--- src/rtl/row_serial_sequencer.sv ---
// row_serial_sequencer: frame-level controller that fetches board rows and drives an external parallel-to-serial shift register
//
// Parameters:
//   DATA_SIZE  bits per row (shift-register width)
//   NUM_ROWS   rows per frame
//   ADDR_W     row address width
//   CNT_W      bit counter width
//
// Ports:
//   clk_i           clock, rising edge
//   rst_ni          asynchronous active-low reset
//   start_i         begin a frame (sampled only in IDLE)
//   abort_i         synchronous abort back to IDLE, no done
//   busy_o          high in every state except IDLE
//   done_o          one-cycle pulse after the last bit of the frame is accepted
//   row_req_o       request row row_addr_o from memory
//   row_addr_o      row being fetched / serialized
//   row_ack_i       memory data valid on the shift register's DATA_IN this cycle
//   load_en_o       shift-register parallel load
//   shift_en_o      shift-register shift (DATA updates next cycle)
//   ser_valid_o     shift-register DATA holds an unconsumed bit
//   ser_ready_i     sink accepts the bit when ser_valid_o && ser_ready_i
//   ser_last_bit_o  current bit is the last bit of its row
//   ser_last_row_o  current bit belongs to the last row
module row_serial_sequencer #(
    parameter int DATA_SIZE = 64,
    parameter int NUM_ROWS  = 64,
    parameter int ADDR_W    = (NUM_ROWS > 1) ? $clog2(NUM_ROWS) : 1,
    parameter int CNT_W     = (DATA_SIZE > 1) ? $clog2(DATA_SIZE) : 1
) (
    input  logic              clk_i,
    input  logic              rst_ni,
    input  logic              start_i,
    input  logic              abort_i,
    output logic              busy_o,
    output logic              done_o,
    output logic              row_req_o,
    output logic [ADDR_W-1:0] row_addr_o,
    input  logic              row_ack_i,
    output logic              load_en_o,
    output logic              shift_en_o,
    output logic              ser_valid_o,
    input  logic              ser_ready_i,
    output logic              ser_last_bit_o,
    output logic              ser_last_row_o
);
    typedef enum logic [2:0] {S_IDLE, S_REQ, S_SHIFT, S_DRAIN, S_DONE} state_e;
    localparam logic [CNT_W-1:0]  LAST_BIT = CNT_W'(DATA_SIZE - 1);
    localparam logic [ADDR_W-1:0] LAST_ROW = ADDR_W'(NUM_ROWS - 1);
    state_e            state_q, state_d;
    logic [ADDR_W-1:0] addr_q, addr_d;
    logic [CNT_W-1:0]  cnt_q, cnt_d;
    logic              valid_q, valid_d;
    logic              last_bit_q, last_bit_d;
    logic              last_row_q, last_row_d;
    logic              abort, accept;
    assign abort          = abort_i && state_q != S_IDLE;
    assign accept         = valid_q && ser_ready_i;
    assign row_addr_o     = addr_q;
    assign ser_valid_o    = valid_q;
    assign ser_last_bit_o = last_bit_q;
    assign ser_last_row_o = last_row_q;
    always_ff @(posedge clk_i or negedge rst_ni) begin
        if (!rst_ni) begin
            state_q    <= S_IDLE;
            addr_q     <= '0;
            cnt_q      <= '0;
            valid_q    <= 1'b0;
            last_bit_q <= 1'b0;
            last_row_q <= 1'b0;
        end else begin
            state_q    <= state_d;
            addr_q     <= addr_d;
            cnt_q      <= cnt_d;
            valid_q    <= valid_d;
            last_bit_q <= last_bit_d;
            last_row_q <= last_row_d;
        end
    end
    // A shift refills DATA, so valid survives an accept in the same cycle;
    // abort overrides everything, including a simultaneous row_ack or shift.
    always_comb begin
        state_d    = state_q;
        addr_d     = addr_q;
        cnt_d      = cnt_q;
        valid_d    = shift_en_o || (valid_q && !ser_ready_i);
        last_bit_d = last_bit_q;
        last_row_d = last_row_q;
        if (shift_en_o) begin
            cnt_d      = cnt_q + CNT_W'(1);
            last_bit_d = cnt_q == LAST_BIT;
            last_row_d = addr_q == LAST_ROW;
        end
        case (state_q)
            S_IDLE: if (start_i) begin
                state_d = S_REQ;
                addr_d  = '0;
            end
            S_REQ: if (load_en_o) begin
                state_d = S_SHIFT;
                cnt_d   = '0;
            end
            S_SHIFT: if (shift_en_o && cnt_q == LAST_BIT) begin
                if (addr_q == LAST_ROW) state_d = S_DRAIN;
                else begin
                    state_d = S_REQ;
                    addr_d  = addr_q + ADDR_W'(1);
                end
            end
            S_DRAIN: if (accept) state_d = S_DONE;
            S_DONE: begin
                state_d    = S_IDLE;
                addr_d     = '0;
                cnt_d      = '0;
                last_bit_d = 1'b0;
                last_row_d = 1'b0;
            end
            default: state_d = S_IDLE;
        endcase
        if (abort) begin
            state_d    = S_IDLE;
            addr_d     = '0;
            cnt_d      = '0;
            valid_d    = 1'b0;
            last_bit_d = 1'b0;
            last_row_d = 1'b0;
        end
    end
    // Shifting only while DATA is empty or being consumed keeps the sink lossless.
    always_comb begin
        busy_o     = state_q != S_IDLE;
        done_o     = state_q == S_DONE;
        row_req_o  = state_q == S_REQ;
        load_en_o  = row_req_o && row_ack_i && !abort;
        shift_en_o = state_q == S_SHIFT && (!valid_q || ser_ready_i) && !abort;
    end
endmodule
--- config.mk ---
export PLATFORM = sky130hd
export DESIGN_NAME = row_serial_sequencer
export DESIGN_NICKNAME = d
export VERILOG_FILES = /design/src/rtl/row_serial_sequencer.sv
export SDC_FILE = /design/constraint.sdc
export NUM_CORES = 1
export LEC_CHECK = 0
export ABC_AREA = 0
export ABC_CLOCK_PERIOD_IN_PS = 1800
export CELL_PAD_IN_SITES_DETAIL_PLACEMENT = 1
export CELL_PAD_IN_SITES_GLOBAL_PLACEMENT = 2
export CORE_AREA = 2 2 63 65
export DETAILED_ROUTE_END_ITERATION = 16
export DIE_AREA = 0 0 65 67
export GPL_TIMING_DRIVEN = 0
export MAX_ROUTING_LAYER = met4
export PLACE_DENSITY = 0.86
export SLEW_MARGIN = 40
export SYNTH_ARGS = -nofsm -noshare
export SYNTH_HDL_FRONTEND = slang
export SYNTH_SLANG_ARGS = --single-unit
--- constraint.sdc ---
create_clock -name clk_i -period 1.8 [get_ports clk_i]
set_input_delay 0.27 -clock clk_i [delete_from_list [all_inputs] [get_ports clk_i]]
set_output_delay 0.27 -clock clk_i [all_outputs]
set_load 0.02 [all_outputs]
# [Word level (Yosys, flattened, before mapping)]
# Index checks and enable logic that the tools add are counted.
[op_classes] n_addsub=2 eq_ne=11 n_mux=23 reduce_logical=19
[ops] op="$mux W6" count=7
[ops] op="$pmux W6 S3" count=1
[ops] op="$mux W3" count=5
[ops] op="$add A6 B1 Y6 const B" count=2
[ops] op="$eq A6 B6 Y1 const B" count=2
[ops] op="$ne A3 B3 Y1 const B" count=4
[ops] op="$pmux W3 S4" count=1
[ops] op="$pmux W6 S2" count=1
[ops] op="$logic_and A1 B1 Y1" count=8
[ops] op="$reduce_and A4 Y1" count=2
[ops] op="$mux W1" count=7
[ops] op="$eq A3 B2 Y1 const B" count=2
[ops] op="$reduce_bool A3 Y1" count=2
[ops] op="$reduce_bool A4 Y1" count=1
[ops] op="$eq A3 B1 Y1 const B" count=1
[ops] op="$eq A3 B3 Y1 const B" count=1
[ops] op="$logic_not A1 Y1" count=3
[ops] op="$logic_not A3 Y1" count=1
[ops] op="$ne A3 B1 Y1 const B" count=1
[ops] op="$logic_or A1 B1 Y1" count=2
[ops] op="$mux W2" count=1
[totals] regBits=18 input_bits=6 output_inout_bits=14 word_cells=61

# [Logic depth before layout (Yosys ltp)]
# Gate-level depths: netlist of the first run.
[logic_depth] ltp_word=8 depth_mapped=5 mapped_depth_nobuf=5

# [Least setup slack after synthesis of the first run]
# Ideal clock, no wire load.
[synth_timing] kind="register to register" startpoint="register state_q[2]" endpoint="register addr_q[5] (netlist: row_addr_o[5])" setup_ps=82 arrival_time_ps=1624 setup_slack_ps=94 stages_incl_launch_ff=5 path_buffers=0 period_less_slack_ps=1706 path_cell_list="dfrtp_1 -> or4b_4 -> nor2_2 -> a41oi_1 -> a31oi_1"
[synth_between] elab_chain_len=7 elab_cells_between_ends=16 cone_classes="eq/ne: 5; mux: 2; reduce/logical: 9"
[synth_lines] item="start: declaration" line="50" text="state_e state_q, state_d;"
[synth_lines] item="start signal: assignment" line="72" text="state_q <= state_d;"
[synth_lines] item="$reduce_bool A3 Y1" line="57" text="assign abort = abort_i && state_q != S_IDLE;"
[synth_lines] item="$logic_and A1 B1 Y1" line="57"
[synth_lines] item="$logic_not A1 Y1" line="135" text="shift_en_o = state_q == S_SHIFT && (!valid_q || ser_ready_i) && !abort;"
[synth_lines] item="$logic_and A1 B1 Y1 (*)" line="135"
[synth_lines] item="named net shift_en_o" line="41" text="output logic shift_en_o,"
[synth_lines] item="$logic_and A1 B1 Y1 (*)" line="103" text="S_SHIFT: if (shift_en_o && cnt_q == LAST_BIT) begin"
[synth_lines] item="$ne A3 B3 Y1 (no line) (*)"
[synth_lines] item="$reduce_and A4 Y1 (no line) (*)"
[synth_lines] item="end signal: assignment" line="73" text="addr_q <= addr_d;"
[synth_lines] item="end: declaration" line="51" text="logic [ADDR_W-1:0] addr_q, addr_d;"
# The timed path passes the listed nets; every way through them passes the cells marked *.
# A chain may end at the register's enable or synchronous reset.

# [Final worst setup path of the first run]
[layout_timing] startpoint="register state_q[2]" endpoint="output shift_en_o"
[layout_between] elab_chain_len=4 elab_cells_between_ends=6 cone_classes="eq/ne: 1; reduce/logical: 5"
[layout_lines] item="$reduce_bool A3 Y1" line="57"
[layout_lines] item="$logic_and A1 B1 Y1" line="57"
[layout_lines] item="$logic_not A1 Y1" line="135"
[layout_lines] item="$logic_and A1 B1 Y1 (*)" line="135"
[layout_lines] item="end: declaration" line="41"
# Every way passes the cells marked *; elsewhere a longest branch is shown, timed or not.

==> impl_metrics.tcl, run 1 <==
set metrics [dict create \
    p_leak_nw 0.615 \
    die_h_um 67 \
    synth_fp_nets 123 \
    required_ns 1.53 \
    grt_pass1_vias 1035 \
    grt_pass1_wl_mm 5.15 \
    cp_max_fo 2 \
    r2r_slack_ns -0.01 \
    cts.clk_slew.worst_paths_ns 0.08 \
    netlist_instances 115 \
    status "finished with violations" \
    r2r_cells 5 \
    drtIter0Drc 48 \
    grt_max_degree 19 \
    wl_per_cell_um 16.0 \
    port_buffers 19 \
    vias 1006 \
    muxShareOfSynthArea_pct 5.57 \
    clk_path_buf_depth 2 \
    htreeDepth 1 \
    period_minus_slack_ns 1.82 \
    design.core.area_um2 3610 \
    antenna_found_initial 0 \
    overflow 0 \
    pwr-share-seq_pct 31.2 \
    initial_core_util_pct 30.5 \
    violations "setup timing" \
    period_share_pct 101 \
    p_sw_share_pct 39.9 \
    critical_path.endpoint_type "output pin" \
    vias_per_cell 5.27 \
    timing.rr.start "state_q[2]" \
    layout.nets 152 \
    rr_endpoint "state_q[0]" \
    hold_violations 0 \
    place.gp.congestion 0.865 \
    internal_power_w 0.000983 \
    crit_type "reg2out" \
    p_comb_share_pct 47.3 \
    dr.pass1.iters 4 \
    irDropWorstVdd_mv 0.460 \
    yosysSeqAreaShare_pct 41.0 \
    dr_wl_met2_mm 1.46 \
    rsz0062_at_grt "true" \
    p_switching_w 0.000653 \
    wl_met1_mm 1.45 \
    synth_compound_area_share_pct 16.2 \
    rows 22 \
    root_buffer "clkbuf_8" \
    yosysWarningCount 0 \
    setup_slack_ns -0.0153 \
    max_freq_ghz 0.551 \
    ys.flop_type "dfrtp_1" \
    final_layout_size_suffix_gt1_share_pct 23.8 \
    cts_tree "done" \
    avgSynthCellArea_um2 9.56 \
    fin_skew_ns 0.0108 \
    grtUsageTotal_pct 16.1 \
    synth_cell_types 39 \
    clock-sinks 18 \
    drv_slew 0 \
    synth_async_sr_flop_share_pct 100 \
    synthAdderAreaFrac_pct 2.28 \
    top_layer "met4" \
    diodes 0 \
    layout_common_cells "dfrtp_1 (16), nor2_1 (12), clkdlybuf4s50_1 (12)" \
    route.met3.wl_um 98 \
    hp-class "in2async" \
    hpwl_mm 2.14 \
    worstMarginPinSlew_ns 0.437 \
    synthXorXnorAreaFrac_pct 3.19 \
    area_growth_pct 34.8 \
    syn_area_um2 1100 \
    dp_slack_ns -0.887 \
    mostFrequentLayoutCell "dfrtp_1" \
    max_cap_violations 0 \
    finalSetupViolCount 2 \
    die_w_um 65 \
    tns_ns -0.0241 \
    slew_headroom_pct 70.9 \
    synth-edff-count 0 \
    drcViolationCount 0 \
    p_clk_share_pct 21.5 \
    synth_top_family_by_area "simple AND/OR/NAND/NOR gates" \
    arrival_ns 1.55 \
    clock_latency_ns 0.27 \
    ios 20 \
    ys_seq_elements 18 \
    routed_wirelength_mm 3.06 \
    synth-simple-area-share_pct 28.4 \
    p_per_area_nw_per_um2 1100 \
    ant_nets 0 \
    cp-start-kind "flop" \
    numCtsBuffers 3 \
    dieArea_um2 4360 \
]
## synth_stat cells, types with 3 or more instances
master	n	area share (%)
o21ai_0	4	1.8
a31oi_1	3	1.7
dfrtp_1	18	41
nand2b_1	6	3.4
nor2_1	14	4.8
mux2i_1	5	4.6
nand2_1	7	2.4
inv_1	4	1.4
and3_1	3	1.7
a21oi_1	4	1.8
nand3_1	11	5.0
## sequential cells by signal, summed over array words and instances (netlist names)
| name | flops |
|---|---|
| cnt_q | 6 |
| row_addr_o | 6 |
| state_q | 3 |
| ser_last_bit_o | 1 |
| ser_last_row_o | 1 |
| ser_valid_o | 1 |
## logic make-up after synthesis
group / Yosys count
simple gates: 56
compound gates: 23
flops: 18
buf+inv: 6
mux: 6
xor+xnor: 4
fa+ha+maj: 2
## routing by layer
| metal | up-vias | track usage [%] |
|---|---|---|
| li1 | 476 | - |
| met4 | 0 | 6.91 |
| met1 | 503 | 20.3 |
| met3 | 6 | 2.53 |
| met5 | - | - |
| met2 | 21 | 25.8 |
## worst max-delay path by stage
| stage | endpoint | depth (start not counted) | start |
|---|---|---|---|
| floorplan | row_addr_o[5] | 4 | state_q[2] |
| global placement | shift_en_o | 4 | abort_i |
| detailed placement | shift_en_o | 4 | abort_i |
| CTS | shift_en_o | 3 | state_q[2] |
| global route | shift_en_o | 3 | state_q[2] |
| finish | shift_en_o | 3 | state_q[2] |
## power by group through the flow
stage               combinational, W  sequential (W)  clock, W
finish                      0.000774        0.000510  0.000353
global route                0.000851        0.000520  0.000372
floorplan                   0.000484        0.000514         0
global placement            0.000701        0.000514         0
detailed placement          0.000712        0.000519         0
CTS                         0.000739        0.000510  0.000355
## cell type report
class	count	area, um2
multi-input combinational	91	662
inverter	4	15.0
clock buffer	4	55.1
tap	48	60.1
fill	411	2120
timing repair buffer	24	215
sequential	18	453
buffer	2	22.5
## metrics by stage
stage / cell area (um2) / power [W] / utilization (%) / hold WS [ns] / std cells
6_report: 1480 / 0.00164 / 41.1 / 0.465 / 191
5_1_grt: 1480 / 0.00174 / 41.1 / 0.507 / 191
4_1_cts: 1450 / 0.00160 / 40.2 / 0.493 / 190
3_5_place_dp: 1350 / 0.00123 / 37.5 / 0.241 / 182
3_3_place_gp: 1350 / 0.00122 / 37.4 / 0.512 / 182
2_1_floorplan: 1100 / 0.000998 / - / -0.0256 / 115
## critical path: stages, from the launching register on
cell     delay [ns]
dfrtp_2        0.43
or4b_4         0.58
nor2_4         0.14
buf_6          0.13
## timing repair
action / CTS / global route
endpoints found under the setup margin: 16 / 13
cloned: 0 / 0
hold endpoints to repair: 18 / 0
pin swaps: 3 / 4
buffers inserted: 3 / 1
hold buffers: 1 / 0
resized for setup: 22 / 11
No activity file was read; power rests on OpenSTA's default activity.
==> run 2: changes to the inputs <==
--- a/config.mk
+++ b/config.mk
@@ -9,2 +9,3 @@
 export ABC_CLOCK_PERIOD_IN_PS = 1800
+export CAP_MARGIN = 20
 export CELL_PAD_IN_SITES_DETAIL_PLACEMENT = 1
--- a/constraint.sdc
+++ b/constraint.sdc
@@ -3,2 +3,2 @@
 set_output_delay 0.27 -clock clk_i [all_outputs]
-set_load 0.02 [all_outputs]
+set_load 0.005 [all_outputs]
==> run 2 against run 1 <==
  * The flow still finishes with violations (setup timing)
  * Clock power hardly changed
  * Maximum frequency is 0.83% higher
  * Sequential share of layout area decreased by 0.41 points
  * Clock skew rose by 0.00077 ns
  * Non-clock buffer count increased by 1
  * Critical path type unchanged
==> impl_metrics.tcl, run 2 (synthesis results as in run 1) <==
set metrics [dict create \
    antenna_found_initial 0 \
    arrival_ns 1.53 \
    p_clk_share_pct 22.1 \
    worstMarginPinSlew_ns 0.440 \
    numPlacedInstances 182 \
    wl_per_cell_um 16.1 \
    critical_path.endpoint_type "output pin" \
    dr.pass1.iters 4 \
    initial_core_util_pct 30.5 \
    hpwl_mm 2.14 \
    hold_ws_ns 0.464 \
    diodes 0 \
    port_buffers 19 \
    p_total_w 0.00161 \
    cts_tree "done" \
    overflow 0 \
    clk_path_buf_depth 2 \
    violations "setup timing" \
    layout.cells.non_filler 192 \
    grtUsageTotal_pct 16.2 \
    die_w_um 65 \
    cp_max_fo 2 \
    tns_ns -0.000403 \
    clock_latency_ns 0.27 \
    required_ns 1.53 \
    slew_headroom_pct 70.6 \
    die_h_um 67 \
    fin_skew_ns 0.0115 \
    max_freq_ghz 0.555 \
    grt_max_degree 19 \
    period_share_pct 100 \
    dieArea_um2 4360 \
    rsz0062_at_grt "true" \
    internal_power_w 0.000992 \
    drtIter0Drc 49 \
    final_layout_size_suffix_gt1_share_pct 22.9 \
    clock-sinks 18 \
    period_minus_slack_ns 1.80 \
    pwr-share-seq_pct 31.5 \
    vias_per_cell 5.34 \
    hp-class "in2async" \
    status "finished with violations" \
    irDropWorstVdd_mv 0.452 \
    p_comb_share_pct 46.4 \
    p_switching_w 0.000620 \
    setup_slack_ns -0.000403 \
    grt_pass1_vias 1039 \
    grt_pass1_wl_mm 5.18 \
    layout_common_cells "dfrtp_1 (16), nor2_1 (12), clkdlybuf4s50_1 (12)" \
    p_sw_share_pct 38.5 \
    crit_type "reg2out" \
    p_per_area_nw_per_um2 1070 \
    max_cap_violations 0 \
    drcViolationCount 0 \
    finalSetupViolCount 1 \
    mostFrequentLayoutCell "dfrtp_1" \
    vias 1026 \
    layout.nets 153 \
    rows 22 \
    cts.clk_slew.worst_paths_ns 0.08 \
    p_leak_nw 0.632 \
    root_buffer "clkbuf_8" \
    htreeDepth 1 \
    area_growth_pct 36.6 \
    ant_nets 0 \
    place.gp.congestion 0.865 \
    numCtsBuffers 3 \
    routed_wirelength_mm 3.10 \
    ios 20 \
    design.core.area_um2 3610 \
    drv_slew 0 \
    hold_violations 0 \
    cp-start-kind "flop" \
]
run 2: through the flow:
step | setup WS, ns | cell area (um2) | utilization [%]
after floorplan | 0.196 | 1100 | -
after global placement | -0.724 | 1350 | 37.4
after detailed placement | -0.784 | 1350 | 37.5
after CTS | -0.00619 | 1480 | 41.0
after global routing | -0.0262 | 1500 | 41.7
final | -0.000403 | 1500 | 41.7
run 2: critical path, cell delays in order (launching register included):
cell and delay [ns]:
dfrtp_2 0.43, or4b_4 0.58, nor2_4 0.13, buf_2 0.13
run 2: power groups by stage:
stage	clock, W	combinational [W]	sequential (W)
after CTS	0.000355	0.000725	0.000508
after global placement	0	0.000647	0.000514
after floorplan	0	0.000441	0.000504
after detailed placement	0	0.000658	0.000519
final	0.000356	0.000748	0.000508
after global routing	0.000372	0.000822	0.000517
run 2: cell type report:
cell class / instances / area [um2]
Buffer: 2 / 22.5
Clock buffer: 4 / 55.1
Fill cell: 410 / 2100
Inverter: 4 / 17.5
Multi-Input combinational cell: 91 / 673
Sequential cell: 18 / 453
Tap cell: 48 / 60.1
Timing Repair Buffer: 25 / 221
run 2: path summary, 6_finish.rpt:
kind / startpoint / end / slack [ns] / depth (start not counted)
min reg2reg: ser_last_row_o / ser_last_row_o / 0.53 / 2
min in group clk_i: ser_last_row_o / ser_last_row_o / 0.53 / 2
min: rst_ni / state_q[1] / 0.46 / 2
max reg2reg: state_q[2] / state_q[0] / -0.0004 / 5
max in group asynchronous: rst_ni / state_q[2] / 1.01 / 2
max: state_q[2] / shift_en_o / -0.0004 / 3
run 2: repair_timing:
item,4_1_cts,5_1_grt
setup buffers,4,1
endpoints found under the hold margin,18,0
hold buffers,1,0
pin swaps,2,6
setup endpoints to repair,16,10
resized for setup,21,5
run 2: metal layers:
metal	vias to the layer above	wire length, um	track usage [%]	part of all wire, %
met1	521	1460	20.2	47
met3	6	93	2.53	3.0
li1	479	-	-	-
met2	20	1470	26.3	48
met5	-	0	-	0
met4	0	71	6.91	2.3
